--- src/rtl/nco_phase_acc.sv ---
// rtl/nco_phase_acc.sv - phase-accumulator NCO front end with linear-chirp FSM
// Optional feature macro: DITHER_EN (LFSR phase dither before truncation).
module nco_phase_acc #(
  parameter int ACC_W   = 24,
  parameter int PHASE_W = 10,
  parameter int LEN_W   = 16
) (
  input  logic               clk,
  input  logic               areset,
  input  logic               en,
  input  logic               clear,
  input  logic [ACC_W-1:0]   ftw_in,
  input  logic               ftw_load,
  output logic               ftw_ack,
  input  logic [PHASE_W-1:0] phase_off,
  input  logic               sweep_start,
  input  logic [ACC_W-1:0]   sweep_step,
  input  logic [LEN_W-1:0]   sweep_len,
  output logic               sweep_busy,
  output logic               sweep_done,
  output logic [PHASE_W-1:0] a,
  output logic               a_valid
);

  typedef enum logic [1:0] {
    IDLE  = 2'd0,
    RUN   = 2'd1,
    SWEEP = 2'd2
  } state_t;

  state_t             state_q, state_d;
  logic [ACC_W-1:0]   acc_q, acc_d;
  logic [ACC_W-1:0]   ftw_q, ftw_d;
  logic [ACC_W-1:0]   step_q, step_d;
  logic [LEN_W-1:0]   cnt_q, cnt_d;
  logic [PHASE_W-1:0] a_q, a_d;
  logic               a_valid_q, a_valid_d;
  logic               ftw_ack_q, ftw_ack_d;
  logic               busy_q, busy_d;
  logic               done_q, done_d;

  logic               active;
  logic [ACC_W-1:0]   acc_sum;
  logic [ACC_W-1:0]   phase_src;
  logic [PHASE_W-1:0] a_next;

  // A non-idle state only advances while en is high, so dropping en freezes
  // the accumulator on the very edge that leaves RUN or SWEEP.
  assign active  = en && (state_q != IDLE);
  assign acc_sum = acc_q + ftw_q;

`ifdef DITHER_EN
  localparam int DW = ACC_W - PHASE_W;

  logic [15:0]      lfsr_q, lfsr_d;
  logic [ACC_W-1:0] dither;

  // Right-shifting Galois form of x^16+x^14+x^13+x^11+1.
  always_comb begin
    lfsr_d = lfsr_q;
    if (active) begin
      lfsr_d = {1'b0, lfsr_q[15:1]} ^ (lfsr_q[0] ? 16'hB400 : 16'h0000);
    end
  end

  always_ff @(posedge clk or posedge areset) begin
    if (areset) begin
      lfsr_q <= 16'hACE1;
    end else begin
      lfsr_q <= lfsr_d;
    end
  end

  assign dither    = {{PHASE_W{1'b0}}, lfsr_q[DW-1:0]};
  assign phase_src = acc_q + dither;
`else
  assign phase_src = acc_q;
`endif

  assign a_next = phase_src[ACC_W-1 -: PHASE_W] + phase_off;

  always_comb begin
    state_d   = state_q;
    cnt_d     = cnt_q;
    step_d    = step_q;
    ftw_d     = ftw_q;
    ftw_ack_d = 1'b0;
    done_d    = 1'b0;

    case (state_q)
      IDLE: begin
        if (en) state_d = RUN;
      end
      RUN: begin
        if (!en) begin
          state_d = IDLE;
        end else if (sweep_start && (sweep_len != '0) && !ftw_load) begin
          state_d = SWEEP;
          cnt_d   = sweep_len;
          step_d  = sweep_step;
        end
      end
      SWEEP: begin
        if (!en) begin
          state_d = IDLE;
        end else begin
          ftw_d = ftw_q + step_q;
          cnt_d = cnt_q - LEN_W'(1);
          if (cnt_q == LEN_W'(1)) begin
            state_d = RUN;
            done_d  = 1'b1;
          end
        end
      end
      default: state_d = IDLE;
    endcase

    // Loads stall while sweeping and land on the first cycle back out.
    if ((state_q != SWEEP) && ftw_load) begin
      ftw_d     = ftw_in;
      ftw_ack_d = 1'b1;
    end

    acc_d     = active ? acc_sum : acc_q;
    a_d       = active ? a_next : a_q;
    a_valid_d = active;
    if (clear) acc_d = '0;

    busy_d = (state_d == SWEEP);
  end

  always_ff @(posedge clk or posedge areset) begin
    if (areset) begin
      state_q   <= IDLE;
      acc_q     <= '0;
      ftw_q     <= '0;
      step_q    <= '0;
      cnt_q     <= '0;
      a_q       <= '0;
      a_valid_q <= 1'b0;
      ftw_ack_q <= 1'b0;
      busy_q    <= 1'b0;
      done_q    <= 1'b0;
    end else begin
      state_q   <= state_d;
      acc_q     <= acc_d;
      ftw_q     <= ftw_d;
      step_q    <= step_d;
      cnt_q     <= cnt_d;
      a_q       <= a_d;
      a_valid_q <= a_valid_d;
      ftw_ack_q <= ftw_ack_d;
      busy_q    <= busy_d;
      done_q    <= done_d;
    end
  end

  assign a          = a_q;
  assign a_valid    = a_valid_q;
  assign ftw_ack    = ftw_ack_q;
  assign sweep_busy = busy_q;
  assign sweep_done = done_q;

endmodule

--- config.mk ---
export PLATFORM = sky130hd
export DESIGN_NAME = nco_phase_acc
export DESIGN_NICKNAME = d
export VERILOG_FILES = /design/src/rtl/nco_phase_acc.sv
export SDC_FILE = /design/constraint.sdc
export NUM_CORES = 1
export LEC_CHECK = 0
export CAP_MARGIN = 20
export CORE_MARGIN = 1
export CORE_UTILIZATION = 30
export CTS_CLUSTER_DIAMETER = 150
export DETAILED_ROUTE_END_ITERATION = 16
export PLACE_DENSITY = 0.49
export SYNTH_ARGS = -nofsm -noshare
export SYNTH_HDL_FRONTEND = slang
export SYNTH_SLANG_ARGS = --single-unit
--- constraint.sdc ---
create_clock -name clk -period 7.9 [get_ports clk]
set_input_delay 1.975 -clock clk [delete_from_list [all_inputs] [get_ports clk]]
set_output_delay 1.975 -clock clk [all_outputs]
set_load 0.02 [all_outputs]
==> results.json <==
{
  "outcome": "finished clean",
  "drive_above_1_share_pct": 6.69,
  "cts_max_path_buffers": 2,
  "core-area_um2": 22700,
  "required_ns": 8.11,
  "path_max_fanout": 43,
  "drc_errors": 0,
  "final_cell_area_um2": 8500,
  "layout.nets": 1017,
  "avgSynthCellArea_um2": 8.74,
  "grt_util_all_layers_pct": 15.6,
  "synth_area_um2": 6950,
  "clock-root-buffer": "clkbuf_16",
  "synthToLayoutAreaGrowth_pct": 22.4,
  "fin_crit_sh_pct": 54.9,
  "max-vdd-ir-drop_mv": 0.102,
  "portBuffers": 93,
  "dr.pass1.iters": 4,
  "vias_per_cell": 5.01,
  "gp_congestion": 0.808,
  "row_count": 55,
  "holdBufCountCts": 0,
  "max_stage_delay_ns": 0.78,
  "post-cts-setup-buffers": 0,
  "hp-class": "register to register",
  "path_delay_family": "buffers and inverters",
  "wl_per_cell_um": 15.2,
  "synthFlopType": "dfrtp_1",
  "worst_pin_slew_ns": 0.989,
  "p_leak_nw": 3.73,
  "ios": 94,
  "slowest_stage": "clkinv_1",
  "diodes": 0,
  "cts_tree": "built",
  "setup_ws_ns": 3.56,
  "tns_ns": 0,
  "antenna_found_initial": 0,
  "powerDensity_nw_per_um2": 222,
  "grt_pass1_vias": 5748,
  "cts_sinks": 104,
  "antenna_left": 0,
  "clk_pin_slew_ns": 0.07,
  "cts_resized": 0,
  "finalPower_mw": 1.89,
  "drtIter0Drc": 311,
  "async_flop_share_pct": 100,
  "n_fill_cell": 2324,
  "ys_types": 58,
  "slew_headroom_pct": 34.0,
  "cts-buffers-inserted": 9,
  "grt_pass1_wl_um": 29400,
  "critPathKind": "primary input to register",
  "grt_setup_unrepaired": "no",
  "die_width_um": 154,
  "path_buf_inv": 3,
  "utilization_pct": 37.4,
  "final_hold_viol_count": 0,
  "synth_edf_count": 0,
  "initial_utilization_pct": 30.6,
  "clk_latency_ns": 0.36,
  "fp.dieArea_um2": 23800,
  "setup_viol": 0,
  "drv_cap": 0,
  "vias": 5843,
  "crit_path_cell_trace": "clkdlybuf4s50_1 -> o21ai_2 -> buf_4 -> clkinv_1 -> nand3_1 -> mux2i_1 -> a21oi_1 -> xor2_1 -> nor2_1",
  "htreeDepth": 3,
  "grt_max_degree": 66,
  "seq_area_frac_synth_pct": 37.5,
  "arrival_ns": 4.54,
  "place_area_um2": 8200,
  "hpwlAfterDp_um": 13400,
  "endpoint_kind": "register",
  "wirelength_um": 17700,
  "netlist_instances": 795,
  "dp_worst_setup_slack_ns": 3.15,
  "overflow": 0,
  "fmax_mhz": 231,
  "period_needed_ns": 4.34,
  "ys_warn_count": 0,
  "die_h_um": 154,
  "syn_nets": 935,
  "cp-start-kind": "primary input",
  "fin_skew_ns": 0.00967,
  "drv_slew": 0,
  "ys_ff_latch": 104
}
==> where the power goes <==
group | internal, mW | switching, mW | leakage (nW)
registers | 0.629 | 0.0802 | 1.30
clock network | 0.249 | 0.218 | 0.143
logic | 0.335 | 0.375 | 2.29
==> worst register-to-register path, delay by kind of cell, from the launching register on <==
kind / cells / cell delay [ns]
DFF: 1 / 0.42
and+or+nand+nor: 4 / 0.41
adders and majority gates: 2 / 0.64
AOI/OAI and AO/OA: 6 / 1.53
==> cell type report <==
cell class              count  area (µm²)  share of cell area (%)
repair buffers             99         996                    11.7
inverters                  26         100                    1.18
clock buffers               9         225                    2.65
flip-flops and latches    104        2600                    30.6
multi-input cells         637        4150                    48.8
well taps                 285         357                    4.19
clock inverters             7        76.3                   0.898
==> Yosys cell counts (3+ instances only) <==
master    instances  area (µm²)
o21bai_1          8        60.1
xnor2_1          27         236
nor3_1           18        90.1
nor4_1            9        56.3
o21ai_0          74         370
a21o_1           22         165
nor2b_1           7        43.8
inv_1            25        93.8
nor2_1           57         214
or3_1             6        37.5
ha_1             57         713
o22ai_1           3        18.8
fa_1              3        60.1
o22a_1            3        26.3
mux2i_1           3        30.0
nand2_1         108         405
and2_1            3        18.8
a211oi_1          7        52.6
o21a_1           10        75.1
a21oi_1          89         445
nand2b_1          6        37.5
o31ai_1           4        30.0
a22oi_1          11        82.6
nand4_1           8        50.1
nor3b_1           3        22.5
mux2_2           25         282
dfrtp_1         104        2600
a31oi_1           8        50.1
o21ai_1           3        15.0
clkbuf_1         28         105
nand3b_1          3        22.5
xor2_1           13         114
nand3_1          10        50.1
==> layer usage <==
| metal | vias up | track usage (%) | routed length [µm] |
|---|---|---|---|
| li1 | 3041 | - | - |
| met1 | 2708 | 21.6 | 9120 |
| met2 | 82 | 24.7 | 7890 |
| met3 | 12 | 3.00 | 521 |
| met4 | 0 | 3.95 | 200 |
| met5 | - | 0 | 0 |
==> cell families (layout without fill, tap and decap cells) <==
group	after synthesis	after routing	synth area share [%]
xor+xnor	40	40	5.04
flops	104	104	37.5
mux	28	28	4.48
compound gates	261	261	22.5
simple gates	248	248	16.5
buf+inv	54	141	2.92
fa+ha+maj	60	60	11.1
==> state kept, by name (all words and copies together) (netlist names), 2 cells and up <==
signal   flops
acc_q       24
a           10
step_q      24
cnt_q       16
state_q      2
ftw_q       24
==> path summary, 6_finish.rpt <==
kind | start | cells after the start | endpoint | slack (ns)
worst max-delay path | en | 9 | acc_q[23]$_DFFE_PP0P_ | 3.56
max in group asynchronous | areset | 3 | step_q[10]$_DFFE_PP0P_ | 4.65
worst min register to register | a[2]$_DFFE_PP0P_ | 2 | a[2]$_DFFE_PP0P_ | 0.48
min in group asynchronous | areset | 2 | a[9]$_DFFE_PP0P_ | 2.01
worst max register to register | ftw_q[0]$_DFFE_PP0P_ | 12 | acc_q[16]$_DFFE_PP0P_ | 4.80
worst min-delay path | a[2]$_DFFE_PP0P_ | 2 | a[2]$_DFFE_PP0P_ | 0.48
==> cell usage in the layout, fill, tap and decap left out, types with 4 or more instances in the layout <==
master | synthesis | layout
nand2_1 | 108 | 108
dfrtp_1 | 104 | 104
clkdlybuf4s50_1 | 0 | 93
a21oi_1 | 89 | 89
o21ai_0 | 74 | 73
nor2_1 | 57 | 57
ha_1 | 57 | 57
xnor2_1 | 27 | 27
mux2_2 | 25 | 25
inv_1 | 25 | 24
a21o_1 | 22 | 22
nor3_1 | 18 | 18
xor2_1 | 13 | 13
a22oi_1 | 11 | 11
nand3_1 | 10 | 10
o21a_1 | 10 | 10
nor4_1 | 9 | 9
clkbuf_16 | 0 | 9
o21bai_1 | 8 | 8
a31oi_1 | 8 | 8
nand4_1 | 8 | 8
nor2b_1 | 7 | 7
a211oi_1 | 7 | 7
or3_1 | 6 | 6
nand2b_1 | 6 | 6
buf_4 | 0 | 5
o31ai_1 | 4 | 4
==> stage by stage <==
stage / std cells / hold slack [ns]
floorplan: 795 / 0.461
finish: 1167 / 0.479
global route: 1167 / 0.499
global placement: 1150 / 0.462
detailed placement: 1151 / 0.465
CTS: 1167 / 0.483
(Power assumes the default switching activity.)
